===== src/rtl/rom_loader.sv =====
// rom_loader: parses a byte stream of frames {slot, len_lo, len_hi, payload...}
// coming from the SPI bridge and turns every payload byte into one write on the
// ROM/RAM array port. A per-slot "loaded" mask tells the memory map which ROM
// images are complete and error-free.
//
// Optional feature: define CHECKSUM_EN to expect one trailer byte after the
// payload holding the mod-256 sum of the payload. A mismatching trailer marks
// the frame as failed so the slot is not flagged as loaded.
module rom_loader #(
  parameter int DATA_WIDTH    = 8,
  parameter int DEPTH         = 16384,
  parameter int ADDRESS_WIDTH = $clog2(DEPTH),
  parameter int SLOTS         = 16,
  parameter int SLOT_WIDTH    = $clog2(SLOTS)
) (
  input  logic                              clk,
  input  logic                              resetn,
  input  logic [DATA_WIDTH-1:0]             in_data,
  input  logic                              in_valid,
  output logic                              in_ready,
  input  logic                              abort,
  output logic                              wr_en,
  output logic [SLOT_WIDTH+ADDRESS_WIDTH-1:0] wr_addr,
  output logic [DATA_WIDTH-1:0]             wr_data,
  output logic                              busy,
  output logic                              done,
  output logic                              err,
  output logic [SLOTS-1:0]                  loaded
);

  // Length field is two stream bytes; the remaining counter must also hold
  // DEPTH itself (encoded as length 0), so give it one spare bit.
  localparam int LEN_W = 2 * DATA_WIDTH;
  localparam int CNT_W = ((LEN_W > ADDRESS_WIDTH) ? LEN_W : ADDRESS_WIDTH) + 1;
  // Offset carries one extra bit so "ran past the end of the slot" is visible
  // without ever wrapping into the neighbouring slot.
  localparam int OFF_W = ADDRESS_WIDTH + 1;

  typedef enum logic [2:0] {
    IDLE,
    LEN_LO,
    LEN_HI,
    DATA,
`ifdef CHECKSUM_EN
    CHK,
`endif
    DONE
  } state_t;

  state_t                  state;
  state_t                  state_next;

  logic [SLOT_WIDTH-1:0]   slot;
  logic                    slot_bad;
  logic [DATA_WIDTH-1:0]   len_lo;
  logic [CNT_W-1:0]        remaining;
  logic [OFF_W-1:0]        offset;
  logic [LEN_W-1:0]        len_full;

  logic                    accept;
  logic                    do_write;
  logic                    off_full;
  logic                    last_byte;

`ifdef CHECKSUM_EN
  logic [7:0]              sum;
`endif

  // Handshake and status outputs are pure decodes of the state; reset forces
  // them low so nothing is accepted or reported while resetn is held.
  assign in_ready  = resetn && (state != DONE);
  assign busy      = resetn && (state != IDLE);
  assign done      = resetn && (state == DONE) && !abort;

  // abort outranks a same-cycle byte: the byte is left on the stream.
  assign accept    = in_valid && in_ready && !abort;
  assign off_full  = (32'(offset) >= DEPTH);
  assign last_byte = (remaining == CNT_W'(1));
  assign len_full  = {in_data, len_lo};

  // State register.
  always_ff @(posedge clk) begin
    if (!resetn) begin
      state <= IDLE;
    end else begin
      state <= state_next;
    end
  end

  // Next-state logic and write decision for the current byte.
  always_comb begin
    state_next = state;
    do_write   = 1'b0;
    case (state)
      IDLE: begin
        if (accept) state_next = LEN_LO;
      end
      LEN_LO: begin
        if (accept) state_next = LEN_HI;
      end
      LEN_HI: begin
        if (accept) state_next = DATA;
      end
      DATA: begin
        if (accept) begin
          // Bytes for an invalid slot or past the slot end are swallowed.
          do_write = !slot_bad && !off_full;
          if (last_byte) begin
`ifdef CHECKSUM_EN
            state_next = CHK;
`else
            state_next = DONE;
`endif
          end
        end
      end
`ifdef CHECKSUM_EN
      CHK: begin
        if (accept) state_next = DONE;
      end
`endif
      DONE: begin
        state_next = IDLE;
      end
      default: begin
        state_next = IDLE;
      end
    endcase
    if (abort) state_next = IDLE;
  end

  // Frame bookkeeping, RAM write port and status registers.
  always_ff @(posedge clk) begin
    if (!resetn) begin
      wr_en     <= 1'b0;
      wr_addr   <= '0;
      wr_data   <= '0;
      err       <= 1'b0;
      loaded    <= '0;
      slot      <= '0;
      slot_bad  <= 1'b0;
      len_lo    <= '0;
      remaining <= '0;
      offset    <= '0;
`ifdef CHECKSUM_EN
      sum       <= '0;
`endif
    end else begin
      wr_en <= do_write;
      if (do_write) begin
        wr_addr <= {slot, offset[ADDRESS_WIDTH-1:0]};
        wr_data <= in_data;
      end

      case (state)
        IDLE: begin
          if (accept) begin
            // A new frame clears the previous error, unless the slot is bad.
            slot     <= in_data[SLOT_WIDTH-1:0];
            slot_bad <= (32'(in_data) >= SLOTS);
            err      <= (32'(in_data) >= SLOTS);
          end
        end
        LEN_LO: begin
          if (accept) len_lo <= in_data;
        end
        LEN_HI: begin
          if (accept) begin
            remaining <= (len_full == '0) ? CNT_W'(DEPTH) : CNT_W'(len_full);
            offset    <= '0;
`ifdef CHECKSUM_EN
            sum       <= '0;
`endif
            // The slot's old image is being overwritten from here on.
            if (!slot_bad) loaded[slot] <= 1'b0;
          end
        end
        DATA: begin
          if (accept) begin
            remaining <= remaining - CNT_W'(1);
            if (do_write) offset <= offset + OFF_W'(1);
            if (!slot_bad && off_full) err <= 1'b1;
`ifdef CHECKSUM_EN
            sum <= sum + in_data[7:0];
`endif
          end
        end
`ifdef CHECKSUM_EN
        CHK: begin
          if (accept && (in_data[7:0] != sum)) err <= 1'b1;
        end
`endif
        DONE: begin
          if (!abort && !err) loaded[slot] <= 1'b1;
        end
        default: begin
        end
      endcase
    end
  end

endmodule


===== config.mk =====
export PLATFORM = sky130hd
export DESIGN_NAME = rom_loader
export DESIGN_NICKNAME = d
export VERILOG_FILES = /design/src/rtl/rom_loader.sv
export SDC_FILE = /design/constraint.sdc
export NUM_CORES = 1
export LEC_CHECK = 0
export ABC_CLOCK_PERIOD_IN_PS = 2660
export CAP_MARGIN = 40
export CORE_ASPECT_RATIO = 1.2
export CORE_UTILIZATION = 30
export CTS_CLUSTER_SIZE = 25
export DETAILED_ROUTE_END_ITERATION = 16
export GPL_TIMING_DRIVEN = 1
export HOLD_SLACK_MARGIN = 0.12
export PLACE_DENSITY = 0.55
export SETUP_SLACK_MARGIN = 0.3
export SKIP_CTS_REPAIR_TIMING = 1
export SYNTH_ARGS = -nofsm -noshare
export SYNTH_HDL_FRONTEND = slang
export SYNTH_SLANG_ARGS = --single-unit

===== constraint.sdc =====
create_clock -name clk -period 2.66 [get_ports clk]
set_input_delay 0.532 -clock clk [delete_from_list [all_inputs] [get_ports clk]]
set_output_delay 0.532 -clock clk [all_outputs]
set_load 0.02 [all_outputs]

Word level (Yosys, flattened, before mapping)
Cells that the tools add are included.
{"block": "op_classes", "n_lt_le_gt_ge": 4, "n_reduce_logical": 28, "muxes": 26, "add_sub_neg": 2, "mul": 0, "shift": 0, "bitwise_logic": 4, "n_div": 0, "n_eq_ne": 15}
{"operator": "$mux 16", "count": 4}
{"operator": "$mux 15", "count": 3}
{"operator": "$mux 17", "count": 2}
{"operator": "$pmux 17 s2", "count": 1}
{"operator": "$pmux 16 s2", "count": 1}
{"operator": "$pmux 15 s2", "count": 1}
{"operator": "$eq 17x1->1 const B", "count": 1}
{"operator": "$sub 17x1->17 const B", "count": 1}
{"operator": "$and 16x16->16", "count": 1}
{"operator": "$logic_not 16->1", "count": 1}
{"operator": "$ne 2x2->1 const B", "count": 8}
{"operator": "$not 16->16", "count": 1}
{"operator": "$or 16x16->16", "count": 1}
{"operator": "$add 15x1->15 const B", "count": 1}
{"operator": "$ge 15x15->1 const B", "count": 1}
{"operator": "$mux 3", "count": 5}
{"operator": "$pmux 3 s4", "count": 1}
{"operator": "$reduce_and 4->1", "count": 3}
{"operator": "$logic_and 1x1->1", "count": 10}
{"operator": "$ge 8x5->1 const B", "count": 1}
{"operator": "$eq 3x2->1 const B", "count": 2}
{"operator": "$mux 1", "count": 6}
{"operator": "$reduce_bool 2->1", "count": 3}
{"operator": "$lt 4x5->1 const B", "count": 1}
{"operator": "other kinds (15)", "count": 19}
{"block": "totals", "latch_bits": 0, "word_cells": 90, "rom_bits": 0, "mem_bits_rw": 0, "n_memories": 0, "ff_bits": 92}

Longest topological paths before layout
{"block": "logic_depth", "depth_word": 9, "mapped_depth": 8, "mapped_depth_nobuf": 6}

Least setup slack after synthesis
Ideal clock, no wire load.
{"block": "synth_path", "path_type": "input port to output port", "from": "input port resetn", "to": "output port done", "required_time_ns": 2.128, "arrival_ns": 1.510, "stages": 4, "slack_ns": 0.618, "cell_sequence": "buf_2 -> inv_2 -> clkbuf_1 -> nor3b_1"}
{"block": "synth_between", "elab_chain_cells": 2}
{"element": "start: declaration", "line_no": "17", "source": "input logic resetn,"}
{"element": "$logic_and 1x1->1 (2 in a row)", "line_no": "73", "source": "assign done = resetn && (state == DONE) && !abort;"}
{"element": "end: declaration", "line_no": "26", "source": "output logic done,"}
No other way between the ends.

Final worst setup path
{"block": "layout_path", "from": "input port resetn", "to": "register offset[11]"}
{"block": "layout_between", "elab_chain_cells": 7, "word_cells_on_any_way": 9, "cone_classes": "eq/ne (3); mux (2); reduce/logical (4)"}
{"element": "$logic_and 1x1->1", "line_no": "71", "source": "assign in_ready = resetn && (state != DONE);"}
{"element": "$logic_and 1x1->1 (2 in a row)", "line_no": "76", "source": "assign accept = in_valid && in_ready && !abort;"}
{"element": "$mux 1", "line_no": "105", "source": "if (accept) begin"}
{"element": "$mux 1", "line_no": "94", "source": "case (state)"}
{"element": "$ne 2x2->1 (no line)"}
{"element": "$reduce_and 4->1 (no line)"}
{"element": "end signal: assignment", "line_no": "181", "source": "if (do_write) offset <= offset + OFF_W'(1);"}
{"element": "end: declaration", "line_no": "57", "source": "logic [OFF_W-1:0] offset;"}
Parallel ways exist; a longest one is shown, timed or not.
A chain may end at the register's enable or synchronous reset.

==> out/summary.md <==
- number of levels the H-tree was split into: 3
- Initial DRC Count: 218
- family with the most delay on the worst path: buffers and inverters
- number of buffer and inverter stages on the critical path: 3
- setup slack after placement: 0.132 ns
- mean instance size in the synthesized netlist: 8.23 um2
- kind of start point of the critical path: primary input
- part of the Yosys area used for sequential elements: 0.425
- core region area: 0.0139 mm2
- Area growth, synth to finish: 27.7%
- clock insertion delay at the later pin of the skew report: 0.35 ns
- # clock sinks: 92
- area leader, netlist: dfxtp_1
- Netlist Area Pre-Place: 0.00434 mm2
- Hold Path Class: flop to flop
- clock transition at the register clock pins on the worst setup and hold paths after CTS: 0.07 ns
- leading cell type in the layout, fill and taps excluded: dfxtp_1
- Cell Chain, Critical Path: clkdlybuf4s50_1 -> buf_4 -> and3b_1 -> nand4_1 -> buf_4 -> or3_1 -> a21oi_1
- most numerous cell on the critical path: buf_4
- data arrival time of the critical path: 2.47 ns
- count of distinct cell types in the synthesized netlist: 64
- x dimension of the die: 112 um
- number of vias after detailed routing: 4143
- share of Yosys cell area claimed by the top area cell type: 0.425
- PwrDens: 519 mW/mm2
- count of endpoints failing hold in the final timing report: 0
- number of instances in the synthesized netlist: 527
- Storage cell area: 0.00184 mm2
- final core occ: 0.398
- top flip-flop cell by instance count after synthesis: dfxtp_1
- root buffer cell: clkbuf_16
- Setup CP Type: primary input to flop
- Pre-antenna DRT Iters: 11
- cell type of the slowest stage on the worst timing path: clkdlybuf4s50_1
- number of remaining DRC errors: 4
- Crit Path Max Fanout: 11
- initial antenna violation count: 0
- number of flops mapped to enable cells by yosys: 0
- Filler Cell Count: 1390
- overall power after layout: 2.87 mW
- status: complete, but fails checks
- worst vdd ir: 236 uV
- net count of the finished layout: 608
- share of the cycle needed by the critical path after routing: 0.824
- starting density of the core: 0.311
- count of input and output buffers: 58
- final routed wire length divided by cell count: 16.1 um
- via count of the first global-routing pass: 3803
- measured slew at the worst slew-check pin: 0.925 ns
- first-pass GRT wire length: 20.1 mm
- async set or reset register ratio after synthesis: 0
- top area cells in the synthesized netlist: dfxtp_1, a21oi_1, nand2_1
- standard-cell row count: 47
- Routability Congestion: 0.829
- max-cap violations: 0
- average via count per standard cell: 5.39
- worst path setup slack after routing: 0.469 ns
- number of nets still failing antenna checks after routing: 0
- Max Clock Skew: 0.0100 ns
- unrepaired setup endpoints after global routing: no
- Peak Freq: 456 MHz
- Die Footprint: 0.0149 mm2
- count of inserted antenna diode cells: 0
- GR Util All Layers: 0.170
- Max transition margin: 0.378
- type of destination of the critical path: flop
- final period demand of the worst path: 2.19 ns
- half-perimeter wire length after detailed placement: 8.96 mm
- worst endpoint required time: 2.94 ns
- violations in the final reports: design-rule violations
- remaining global-route overflow: 0
- flip-flop and latch count after synthesis: 92
- Multi-input gate area: 0.00229 mm2
- number of CTS-inserted buffers: 9
- setup violation total in the final timing report: 0
- Die Span Y: 134 um
- number of buffers on the longest clock path: 2
- I/O pin count: 59
- Synth Warn #: 0
- final setup TNS: 0 ns
- share of layout cells above drive strength 1: 0.107
- Leak: 2.01 nW
- most frequent cells in the layout: dfxtp_1, nand2_1, a21oi_1
- post-synth net total: 542
- maximum single-stage delay on the critical path: 0.56 ns
- Total Routed Length: 12.4 mm
- maximum number of pins on one net before global-route repair: 40
- number of slew-limit violations in the final report: 0
- TritonCTS clock tree: yes
-- power by group --
| part | internal [mW] | total (mW) | leakage (nW) | switching, mW |
|---|---|---|---|---|
| clock | 0.767 | 1.33 | 0.151 | 0.566 |
| sequential | 1.38 | 1.40 | 0.742 | 0.0128 |
| combinational | 0.0570 | 0.145 | 1.12 | 0.0884 |
| total | 2.21 | 2.87 | 2.01 | 0.667 |
-- stage by stage --
step	hold WS, ns	instances	area (um2)
2_1_floorplan	0.446	527	4340
3_3_place_gp	0.447	753	5230
3_5_place_dp	0.447	753	5230
4_1_cts	0.457	769	5530
5_1_grt	0.481	769	5540
6_report	0.454	769	5540
-- synth_stat cells, types with 3 or more instances --
library cell  count
a21oi_1          74
nor2b_1           3
ha_1              3
o22ai_1           4
nand2b_1          7
a211oi_1          3
and4_1            3
nor4_1           10
or3_1            11
nand2_1          77
inv_1             7
o31a_1            4
nand3_1          25
o21ai_0          28
o21a_1            4
nor3b_1           4
and2_1            6
buf_2            12
or4_1             6
and3b_1           3
o31ai_1          16
nand4_1          11
nor3_1            6
dfxtp_1          92
buf_6             3
nor2_1           25
clkbuf_1         17
mux2_2            3
mux2i_1          14
-- metal layers --
metal / GRT usage / part of all wire
met5: 0 / 0
met4: 0.0706 / 0.021
met3: 0.0268 / 0.037
met2: 0.291 / 0.50
met1: 0.210 / 0.44
-- cell families after synthesis --
group                    after synthesis  synth area share
AND/OR/NAND/NOR                      217             0.267
AO/OA/AOI/OAI                        151             0.206
flip-flops                            92             0.425
buffers and inverters                 44            0.0479
multiplexers                          17            0.0401
XOR/XNOR                               3           0.00606
adder cells (fa/ha/maj)                3           0.00865
-- path summary, 6_finish.rpt --
path               start           to  slack, ns  depth (start not counted)
max               resetn   offset[11]       0.47                          7
min          wr_addr[11]  wr_addr[11]       0.45                          2
max reg2reg     state[1]         flop       0.67                          4
min reg2reg  wr_addr[11]  wr_addr[11]       0.45                          2
-- cell type report --
cell class,count,area share
inverters,9,0.00632
clock buffers,11,0.0438
flip-flops and latches,92,0.333
repair buffers,90,0.154
well taps,171,0.0386
clock inverters,5,0.0117
multi-input cells,391,0.413
-- worst reg2reg max path, cell delays in order, from the launching register on --
cell and delay (ns):
dfxtp_1 0.63, nand2b_1 0.26, o31a_1 0.49, o31a_1 0.34, o21a_1 0.17
Power figures use the tool's default switching activity.
